### src/rtl/demux_pkg.sv
// Shared definitions for the registered 1-to-4 word demultiplexer.
// Holds the default word width, the channel-select encoding and the counter width.
package demux_pkg;

    localparam int DEF_DATA_W = 16;
    localparam int CNT_W      = 8;

    typedef enum logic [1:0] {
        CH_A = 2'd0,
        CH_B = 2'd1,
        CH_C = 2'd2,
        CH_D = 2'd3
    } ch_sel_t;

endpackage

### src/rtl/demux_chan.sv
// One output channel: a one-entry holding register with a valid/ready handshake.
// Ports: clk/rst (sync, active-high), load/din from the steering logic,
// ready from the consumer, data/valid to the consumer, free = can take a word
// this cycle, cnt = delivery counter (only when DEMUX_STATS_EN is defined).
module demux_chan
    import demux_pkg::*;
#(
    parameter int DATA_W = DEF_DATA_W
) (
    input  logic              clk,
    input  logic              rst,
    input  logic              load,
    input  logic [DATA_W-1:0] din,
    input  logic              ready,
    output logic [DATA_W-1:0] data,
    output logic              valid,
    output logic              free
`ifdef DEMUX_STATS_EN
    ,
    output logic [CNT_W-1:0]  cnt
`endif
);

    logic drain;

    assign drain = valid && ready;
    // A full channel can still accept when its word leaves in the same cycle.
    assign free  = !valid || ready;

    // Data is never cleared after delivery; only valid qualifies it.
    always_ff @(posedge clk) begin
        if (rst) begin
            data  <= '0;
            valid <= 1'b0;
        end else if (load) begin
            data  <= din;
            valid <= 1'b1;
        end else if (drain) begin
            valid <= 1'b0;
        end
    end

`ifdef DEMUX_STATS_EN
    always_ff @(posedge clk) begin
        if (rst) begin
            cnt <= '0;
        end else if (drain) begin
            cnt <= cnt + 1'b1;
        end
    end
`endif

endmodule

### src/rtl/demux1to4_16b.sv
// Registered 1-to-4 demultiplexer: steers one word into channel a/b/c/d by {in1,in0}.
// Ports: clkpos, rst (sync, active-high), vdd/vss (no logic), in/in0/in1/in_valid/in_ready
// producer side, a..d + x_valid/x_ready per channel; cnt_a..cnt_d with DEMUX_STATS_EN.
module demux1to4_16b
    import demux_pkg::*;
#(
    parameter int DATA_W = DEF_DATA_W
) (
    input  logic              clkpos,
    input  logic              rst,
    input  logic              vdd,
    input  logic              vss,
    input  logic [DATA_W-1:0] in,
    input  logic              in0,
    input  logic              in1,
    input  logic              in_valid,
    output logic              in_ready,
    output logic [DATA_W-1:0] a,
    output logic [DATA_W-1:0] b,
    output logic [DATA_W-1:0] c,
    output logic [DATA_W-1:0] d,
    output logic              a_valid,
    output logic              b_valid,
    output logic              c_valid,
    output logic              d_valid,
    input  logic              a_ready,
    input  logic              b_ready,
    input  logic              c_ready,
    input  logic              d_ready
`ifdef DEMUX_STATS_EN
    ,
    output logic [CNT_W-1:0]  cnt_a,
    output logic [CNT_W-1:0]  cnt_b,
    output logic [CNT_W-1:0]  cnt_c,
    output logic [CNT_W-1:0]  cnt_d
`endif
);

    // Supply pins exist only for netlist compatibility.
    logic unused_supply;
    assign unused_supply = vdd ^ vss;

    ch_sel_t           sel;
    logic [3:0]        ld;
    logic [3:0]        free;
    logic [3:0]        vld;
    logic [3:0]        rdy;
    logic [DATA_W-1:0] dat [4];

    assign sel = ch_sel_t'({in1, in0});
    assign rdy = {d_ready, c_ready, b_ready, a_ready};

    always_comb begin
        ld       = 4'b0000;
        in_ready = 1'b0;
        case (sel)
            CH_A: in_ready = free[0];
            CH_B: in_ready = free[1];
            CH_C: in_ready = free[2];
            CH_D: in_ready = free[3];
            default: in_ready = 1'b0;
        endcase
        if (in_valid && in_ready) begin
            ld = 4'b0001 << sel;
        end
    end

`ifdef DEMUX_STATS_EN
    logic [CNT_W-1:0] cnt [4];
`endif

    for (genvar i = 0; i < 4; i++) begin : g_chan
        demux_chan #(
            .DATA_W (DATA_W)
        ) u_chan (
            .clk   (clkpos),
            .rst   (rst),
            .load  (ld[i]),
            .din   (in),
            .ready (rdy[i]),
            .data  (dat[i]),
            .valid (vld[i]),
            .free  (free[i])
`ifdef DEMUX_STATS_EN
            ,
            .cnt   (cnt[i])
`endif
        );
    end

    assign a       = dat[0];
    assign b       = dat[1];
    assign c       = dat[2];
    assign d       = dat[3];
    assign a_valid = vld[0];
    assign b_valid = vld[1];
    assign c_valid = vld[2];
    assign d_valid = vld[3];

`ifdef DEMUX_STATS_EN
    assign cnt_a = cnt[0];
    assign cnt_b = cnt[1];
    assign cnt_c = cnt[2];
    assign cnt_d = cnt[3];
`endif

endmodule

### config.mk
export PLATFORM = sky130hd
export DESIGN_NAME = demux1to4_16b
export DESIGN_NICKNAME = d
export VERILOG_FILES = /design/src/rtl/demux_pkg.sv /design/src/rtl/demux_chan.sv /design/src/rtl/demux1to4_16b.sv
export SDC_FILE = /design/constraint.sdc
export NUM_CORES = 1
export LEC_CHECK = 0
export BUFFER_PORTS_ARGS = -buffer_cell sky130_fd_sc_hd__buf_4
export CAP_MARGIN = 20
export CELL_PAD_IN_SITES_DETAIL_PLACEMENT = 1
export CELL_PAD_IN_SITES_GLOBAL_PLACEMENT = 2
export CORE_ASPECT_RATIO = 0.5
export CORE_MARGIN = 5
export CORE_UTILIZATION = 25
export DETAILED_ROUTE_END_ITERATION = 16
export PLACE_DENSITY = 0.71
export SYNTH_ARGS = -nofsm -noshare
export SYNTH_HDL_FRONTEND = slang
export SYNTH_HIERARCHICAL = 1
export SYNTH_SLANG_ARGS = --single-unit
### constraint.sdc
create_clock -name clkpos -period 1.4 [get_ports clkpos]
set_input_delay 0.07 -clock clkpos [delete_from_list [all_inputs] [get_ports clkpos]]
set_output_delay 0.07 -clock clkpos [all_outputs]
set_load 0.05 [all_outputs]
==> impl_metrics.toml, run 1 <==
[detailed_routing]
via_per_inst = 4.119
ant_nets = 0
drtIter0Drc = 63
drc = 0
wl_per_cell_microns = 15.24
wl_microns = 7286
dr.pass1.iters = 4
route.vias.total = 1969

[critical_path]
reg2regPathDepth = 6
worstSetupPathType = "flop to output pin"
crit_chain = "nand2b_1 > mux4_2 > buf_8"
worstPathRequired_ns = 1.33
cp-start-kind = "flop"
worstPathMaxFanout = 2
cp_slowest_stage_delay_ns = 0.49
worstSetupEndpointType = "output pin"
crit_slowest_cell = "mux4_2"
cp.arrival_ns = 1.38

[timing]
setup_viol = 1
fmax_ghz = 0.6878
rsz0062_at_grt = "yes"
slew_viol_final = 0
tns_ns = -0.05396
fin_ws_ns = -0.05396
finalHoldViolations = 0
finalCritPeriodShare = 1.039
layout_min_cycle_time_ns = 1.454
relSlewSlack = 0.8067
worst_pin_slew_ns = 0.2899
timing.hold.ws_ns = 0.01410
fin_skew_ns = 0.003174

[finish]
layout-drive-gt1-share = 0.4053
layout_commonest_cell = "buf_4"
final_cell_mix = "buf_4 (100), nor2_1 (64), dfxtp_1 (64)"
postLayoutCellArea_sq_um = 3790
layout.cells.non_filler = 478
antenna_cells = 0
finalNetCount = 360
syn_to_final_growth_pct = 49.51
nFillCells = 1121

[logic_synthesis]
yosys.area_share.simple = 0.1224
syn-instance-count = 229
synth-compound-area-share = 0.007897
ys_seq_elements = 68
yosys_warnings = 6
seq_area_frac_synth = 0.5370
synth_nets = 256
synth_fa_ha_area_frac = 0
ys_types = 13
syn-cell-area_sq_um = 2535
synth_xor_xnor_area_share = 0
synth_top_family_by_area = "multiplexers"
avgSynthCellArea_sq_um = 11.07
synth_mux_area_frac = 0.2616

[status]
failed_checks = "negative setup slack"
run_status = "finished, violations left"

[die]
die_x_microns = 152.4
die_h_microns = 81.21
rows = 26
core_area_sq_um = 10050
start_util = 0.2522
dieArea_sq_um = 12380
ios = 96

[place]
gp_congestion = 0.7135
port-buffer-count = 93
place_area_sq_um = 3371
dp_hpwl_microns = 4973
place_inst = 454

[clock_network]
numCtsBuffers = 9
root_buffer = "clkbuf_16"
clk_pin_slew_worst_paths_ns = 0.06
clkSinkCount = 68
cts.path.max_buffers = 2
h-tree-depth = 3
clk_latency_ns = 0.31
hold_buffers = 0
cts_tree = "done"

[global_routing]
grt_first_pass_wirelength_microns = 11030
grt_overflow = 0
grt_max_degree = 25
grt.total_usage = 0.1139
grt_pass1_vias = 2119
antenna_found_initial = 0

[power]
power_density_nw_per_um2 = 1281
leakagePower_uw = 0.001607
peakVddDrop_mv = 0.5650

[hold_path]
hp-class = "input pin to flop"
min_path_cells = 3

[flow_run]
maxCapViolCount = 0
## sequential cells by signal, indices dropped and copies added (netlist names)
signal	cells
g_chan.u_chan/valid	4
g_chan.u_chan/data	64
## what timing repair did
action,4_1_cts,5_1_grt
endpoints found under the setup margin,1,22
resized for setup,4,4
gates cloned,0,2
pin swaps,0,2
setup buffers,4,2
## layout make-up
class / instances / area, sq um / area share
multi-input combinational: 141 / 1017 / 0.2684
sequential: 68 / 1366 / 0.3605
clock inverter: 4 / 22.52 / 0.005943
timing repair buffer: 109 / 927.1 / 0.2446
inverter: 4 / 15.01 / 0.003962
tap: 140 / 175.2 / 0.04622
clock buffer: 12 / 266.5 / 0.07032
## metrics by stage
step	total power (uW)	worst slack, ns	util
6_report	4854	-0.05396	0.3770
5_1_grt	5077	-0.09947	0.3770
4_1_cts	4917	-0.05641	0.3693
3_5_place_dp	2753	0.1032	0.3353
3_3_place_gp	2736	0.1373	0.3353
2_1_floorplan	2515	0.01418	-
## routing by layer
metal  global-route usage  part of all wire  vias to the layer above
met4              0.04305             0.012                        0
met1               0.1241              0.45                      950
met2               0.2106              0.50                       44
li1                     -                 -                      969
met3              0.03779             0.039                        6
met5                    0                 0                        -
## report_power, final
| group | total (uW) | internal [uW] | leakage, uW | switching, uW |
|---|---|---|---|---|
| registers | 2040 | 2010 | 0.000554 | 39.2 |
| clock network | 2120 | 1330 | 0.000144 | 788 |
| logic | 689 | 260 | 0.000908 | 429 |
## cells in the mapped netlist
library cell | n | area (sq um)
a21oi_1 | 4 | 20.02
and4_2 | 1 | 10.01
and4b_2 | 2 | 22.52
and4bb_2 | 1 | 12.51
buf_12 | 4 | 80.08
buf_2 | 8 | 40.04
buf_6 | 4 | 45.04
dfxtp_1 | 68 | 1361
inv_1 | 4 | 15.01
mux2i_1 | 64 | 640.6
mux4_2 | 1 | 22.52
nand2b_1 | 4 | 25.02
nor2_1 | 64 | 240.2
## cell families (layout without fill, tap and decap cells)
| group | Yosys count | after routing |
|---|---|---|
| compound gates | 4 | 4 |
| buf+inv | 20 | 129 |
| flops | 68 | 68 |
| mux | 65 | 65 |
| simple gates | 72 | 72 |
## final timing paths
check	startpoint	end	slack, ns
setup / recovery	g_chan[2].u_chan/valid	in_ready	-0.05
hold / removal	in[13]	g_chan[2].u_chan/data[13]	0.01
setup reg to reg	g_chan[2].u_chan/valid	g_chan[2].u_chan/data[3]	0.03
hold reg to reg	g_chan[0].u_chan/data[7]	g_chan[0].u_chan/data[7]	0.49
## worst max-delay path: cells and delay by family, from the launching register on
family                 cells  cell delay (ns)
and+or+nand+nor            1             0.08
DFF                        1             0.32
muxes                      1             0.49
buffers and inverters      1             0.17
No activity file was read; power rests on OpenSTA's default activity.
==> run 2, diff against run 1 <==
- CTS_BUF_LIST: unset -> sky130_fd_sc_hd__clkbuf_16
- RECOVER_POWER: unset -> 100
==> run 2 against run 1 <==
The flow still finishes with violations (negative setup slack). Maximum frequency decreased by 0.12%. Clock power decreased by 8%. Global-route usage decreased by 0.055 points. Setup slack got worse by 0.0017 ns. Total power decreased by 5.1%. Via count decreased by 0.51%. Utilization decreased by 3.3 points. Design area decreased by 8.7%. Sequential cell count unchanged. Critical path depth unchanged. Clock-buffer cell count decreased by 3. Sequential share of layout area increased by 3.4 points.
==> impl_metrics.toml, run 2 (synthesized netlist as in run 1, its figures left out) <==
[status]
run_status = "finished, violations left"
failed_checks = "negative setup slack"

[timing]
fin_skew_ns = 0.002992
finalHoldViolations = 0
tns_ns = -0.1061
fin_ws_ns = -0.05569
fmax_ghz = 0.6870
rsz0062_at_grt = "yes"
worst_pin_slew_ns = 0.6331
layout_min_cycle_time_ns = 1.456
setup_viol = 6
slew_viol_final = 0
relSlewSlack = 0.5798
finalCritPeriodShare = 1.040

[finish]
multi_input_area_sq_um = 1015
largest_registers = "g_chan.u_chan/data: 64 flops, g_chan.u_chan/valid: 4 flops"
layout.cells.non_filler = 477
finish.utilization = 0.3442
postLayoutCellArea_sq_um = 3460
antenna_cells = 0
nFillCells = 1161
seqCellArea_sq_um = 1366
largest_register_ffs = 64
top_register = "g_chan.u_chan/data"
syn_to_final_growth_pct = 36.48
final_cell_mix = "nor2_1 (64), dfxtp_1 (64), mux2i_1 (63)"
layout-drive-gt1-share = 0.2136
finalNetCount = 359

[power]
peakVddDrop_mv = 0.5302
internal_power_uw = 3366
power_density_nw_per_um2 = 1332
p_total_uw = 4608
p_sw_uw = 1242
p_seq_frac = 0.443
leakagePower_uw = 0.001313
switching_share = 0.2696
power_frac_comb = 0.134
clockPowerShare = 0.422

[clock_network]
hold_buffers = 0
clk_latency_ns = 0.32
cts.path.max_buffers = 2
root_buffer = "clkbuf_16"
clkSinkCount = 68
cts_tree = "done"
numCtsBuffers = 9
h-tree-depth = 3
clk_pin_slew_worst_paths_ns = 0.06

[detailed_routing]
route.vias.total = 1959
wl_microns = 7218
wl_per_cell_microns = 15.13
via_per_inst = 4.107
ant_nets = 0
dr.pass1.iters = 4
drtIter0Drc = 53
drc = 0

[global_routing]
grt_overflow = 0
grt_first_pass_wirelength_microns = 10980
antenna_found_initial = 0
grt_max_degree = 25
grt_pass1_vias = 2121
grt.total_usage = 0.1133

[critical_path]
worstSetupEndpointType = "output pin"
reg2reg_to = "g_chan[2].u_chan/data[3]"
worstPathRequired_ns = 1.33
r2r_start = "g_chan[2].u_chan/valid"
cp.arrival_ns = 1.39
cp-start-kind = "flop"
worstPathMaxFanout = 2
reg2regPathDepth = 6
worstSetupPathType = "flop to output pin"
cp_slowest_stage_delay_ns = 0.49
crit_slowest_cell = "mux4_2"
rrSetupSlack_ns = -0.02
crit_chain = "nand2b_1 > mux4_2 > buf_8"

[place]
port-buffer-count = 93
place_area_sq_um = 3371
place_inst = 454
gp_congestion = 0.7135
dp_hpwl_microns = 4973

[die]
die_x_microns = 152.4
die_h_microns = 81.21
rows = 26
start_util = 0.2522
ios = 96
core_area_sq_um = 10050
dieArea_sq_um = 12380

[hold_path]
min_path_cells = 3
min_to = "g_chan[2].u_chan/data[13]"
hp-class = "input pin to flop"
worstHoldStart = "in[13]"

[flow_run]
maxCapViolCount = 0
-- run 2: how the worst max path moves through the flow --
| stage | start | end | slack, ns | cells past startpoint |
|---|---|---|---|---|
| after detailed placement | g_chan[3].u_chan/valid | g_chan[3].u_chan/data[2] | 0.10 | 5 |
| after CTS | g_chan[3].u_chan/valid | in_ready | -0.06 | 3 |
| after global routing | g_chan[2].u_chan/valid | in_ready | -0.1 | 3 |
| after global placement | g_chan[1].u_chan/valid | g_chan[1].u_chan/data[15] | 0.14 | 5 |
| after floorplan | g_chan[3].u_chan/valid | g_chan[3].u_chan/data[10] | 0.01 | 6 |
| final | g_chan[2].u_chan/valid | in_ready | -0.06 | 3 |
-- run 2: repair_timing --
action                     4_1_cts  5_1_grt
cloned                           0        2
setup buffers                    4        1
resized for setup                4        4
pin swaps                        0        2
setup endpoints to repair        1       22
-- run 2: worst max-delay path: cells and delay by family (launching register included) --
family | cells | cell delay, ns
buf+inv | 1 | 0.17
flops | 1 | 0.32
mux | 1 | 0.49
simple gates | 1 | 0.08
-- run 2: layout make-up --
class	count	share of cell area
sequential	68	0.3949
inverter	4	0.004340
clock buffer	9	0.06510
clock inverter	7	0.009765
multi-input combinational	141	0.2933
tap	140	0.05063
timing repair buffer	108	0.1819
-- run 2: metrics by stage --
step	hold slack, ns	worst slack, ns
detailed placement	0.3457	0.1032
global placement	0.3318	0.1373
floorplan	0.2172	0.01418
finish	0.01388	-0.05569
global route	0.01325	-0.09965
CTS	0.001767	-0.05641
-- run 2: power groups by stage --
stage                     logic [uW]  clock network, uW  registers, uW
after global routing             659               2120           2050
final                            619               1950           2040
after global placement           654                  0           2080
after CTS                        678               2020           2040
after floorplan                  205                  0           2310
after detailed placement         669                  0           2080
-- run 2: routing by layer --
metal  track usage  vias up  wire length, microns
met5             0        -                     0
met4       0.04305        0                    86
met3       0.03779        6                   285
met2        0.2097       45                  3657
met1        0.1232      944                  3189
li1              -      964                     -
==> run 3, diff against run 2 <==
- RECOVER_POWER: 100 -> 25
==> run 3 against run 2 <==
The flow still finishes with violations (negative setup slack). Non-clock buffer count unchanged. Clock-buffer cell count unchanged. Clock skew about the same. Critical path type unchanged. Die area unchanged. Sequential cell count unchanged. Via count up 0.20%. Clock power about the same. Largest cell class unchanged. Total power up 0.98%. Combinational power up 7.1%. Register-to-register slack better by 0.05 ns.
==> impl_metrics.toml, run 3 (synthesized netlist as in run 1, its figures left out) <==
[clock_network]
cts_tree = "done"
h-tree-depth = 3
cts.path.max_buffers = 2
clk_latency_ns = 0.32
clk_pin_slew_worst_paths_ns = 0.06
numCtsBuffers = 9
root_buffer = "clkbuf_16"
clkSinkCount = 68

[global_routing]
grt_overflow = 0
grt.total_usage = 0.1133
grt_max_degree = 25
grt_pass1_vias = 2121
grt_first_pass_wirelength_microns = 10980
antenna_found_initial = 0

[timing]
layout_min_cycle_time_ns = 1.455
fmax_ghz = 0.6874
finalCritPeriodShare = 1.039
timing.hold.ws_ns = 0.01382
relSlewSlack = 0.5794
fin_ws_ns = -0.05465
finalHoldViolations = 0
slew_viol_final = 0
rsz0062_at_grt = "yes"
fin_skew_ns = 0.003167
worst_pin_slew_ns = 0.6337
setup_viol = 1

[power]
power_density_nw_per_um2 = 1276
power_frac_comb = 0.143
p_seq_frac = 0.439
leakagePower_uw = 0.001468
clockPowerShare = 0.418
p_sw_uw = 1245
internal_power_uw = 3409
switching_share = 0.2675
peakVddDrop_mv = 0.5291
p_total_uw = 4654

[hold_path]
worstHoldStart = "in[13]"
hp-class = "input pin to flop"
min_to = "g_chan[2].u_chan/data[13]"
min_path_cells = 3

[die]
die_h_microns = 81.21
core_area_sq_um = 10050
ios = 96
dieArea_sq_um = 12380
die_x_microns = 152.4
rows = 26
start_util = 0.2522

[finish]
antenna_cells = 0
finish.utilization = 0.3628
largest_register_ffs = 64
final_cell_mix = "buf_4 (71), nor2_1 (64), dfxtp_1 (64)"
layout-drive-gt1-share = 0.3116
largest_registers = "g_chan.u_chan/data: 64 flops, g_chan.u_chan/valid: 4 flops"
layout_commonest_cell = "buf_4"
syn_to_final_growth_pct = 43.88
layout.cells.non_filler = 477
postLayoutCellArea_sq_um = 3647
top_register = "g_chan.u_chan/data"
finalNetCount = 359
nFillCells = 1137

[critical_path]
worstSetupEndpointType = "output pin"
r2r_start = "g_chan[2].u_chan/valid"
worstPathRequired_ns = 1.33
reg2regPathDepth = 6
cp-start-kind = "flop"
reg2reg_to = "g_chan[2].u_chan/data[3]"
rrSetupSlack_ns = 0.03
cp.arrival_ns = 1.38
crit_chain = "nand2b_1 > mux4_2 > buf_8"
worstPathMaxFanout = 2
worstSetupPathType = "flop to output pin"
crit_slowest_cell = "mux4_2"
cp_slowest_stage_delay_ns = 0.49

[flow_run]
maxCapViolCount = 0

[place]
place_area_sq_um = 3371
place_inst = 454
port-buffer-count = 93
dp_hpwl_microns = 4973
gp_congestion = 0.7135

[detailed_routing]
route.vias.total = 1963
wl_microns = 7212
via_per_inst = 4.115
dr.pass1.iters = 4
drtIter0Drc = 52
drc = 0
ant_nets = 0
wl_per_cell_microns = 15.12

[status]
failed_checks = "negative setup slack"
run_status = "finished, violations left"
-- run 3: cell types whose count changed in the layout (fill, tap and decap cells not counted), moves of 2 or more --
cell      change
buf_6         -2
clkbuf_4      -2
buf_4        +39
buf_12        +3
clkbuf_2      -7
clkbuf_1     -31
-- run 3: power groups by stage --
stage | Sequential, uW | Combinational, uW | Clock (uW)
floorplan | 2310 | 205 | 0
global placement | 2080 | 654 | 0
detailed placement | 2080 | 669 | 0
CTS | 2040 | 678 | 2020
global route | 2050 | 705 | 2120
finish | 2040 | 663 | 1950
-- run 3: per-layer routing --
| metal | track usage | vias to the layer above | wire [microns] |
|---|---|---|---|
| met5 | 0 | - | 0 |
| met4 | 0.04305 | 0 | 86 |
| met3 | 0.03779 | 6 | 294 |
| met2 | 0.2097 | 45 | 3651 |
| met1 | 0.1232 | 947 | 3180 |
| li1 | - | 965 | - |
-- run 3: how the worst max path moves through the flow --
| stage | startpoint | to | cells after the start |
|---|---|---|---|
| detailed placement | g_chan[3].u_chan/valid | g_chan[3].u_chan/data[2] | 5 |
| finish | g_chan[2].u_chan/valid | in_ready | 3 |
| global route | g_chan[2].u_chan/valid | in_ready | 3 |
| floorplan | g_chan[3].u_chan/valid | g_chan[3].u_chan/data[10] | 6 |
| global placement | g_chan[1].u_chan/valid | g_chan[1].u_chan/data[15] | 5 |
| CTS | g_chan[3].u_chan/valid | in_ready | 3 |
-- run 3: area by class of cell --
type	instances	area, sq um	area share
Timing Repair Buffer	108	814.5	0.2233
Clock inverter	7	33.78	0.009262
Sequential cell	68	1366	0.3746
Clock buffer	9	225.2	0.06175
Inverter	4	15.01	0.004117
Multi-Input combinational cell	141	1017	0.2789
Tap cell	140	175.2	0.04803
-- run 3: per-stage QoR --
stage | setup WS, ns | TNS, ns
after detailed placement | 0.1032 | 0
after floorplan | 0.01418 | 0
final | -0.05465 | -0.05465
after CTS | -0.05641 | -0.05641
after global placement | 0.1373 | 0
after global routing | -0.09965 | -0.2490
-- run 3: worst max-delay path: cells and delay by family (launching register included) --
family | cells | cell delay (ns)
and+or+nand+nor | 1 | 0.08
DFF | 1 | 0.32
buffers and inverters | 1 | 0.17
muxes | 1 | 0.49
-- run 3: timing repair --
action,4_1_cts,5_1_grt
pin swaps,0,2
endpoints found under the setup margin,1,22
gates cloned,0,2
hold buffers,0,0
setup buffers,4,1
hold endpoints to repair,0,0
gates resized for setup,4,4
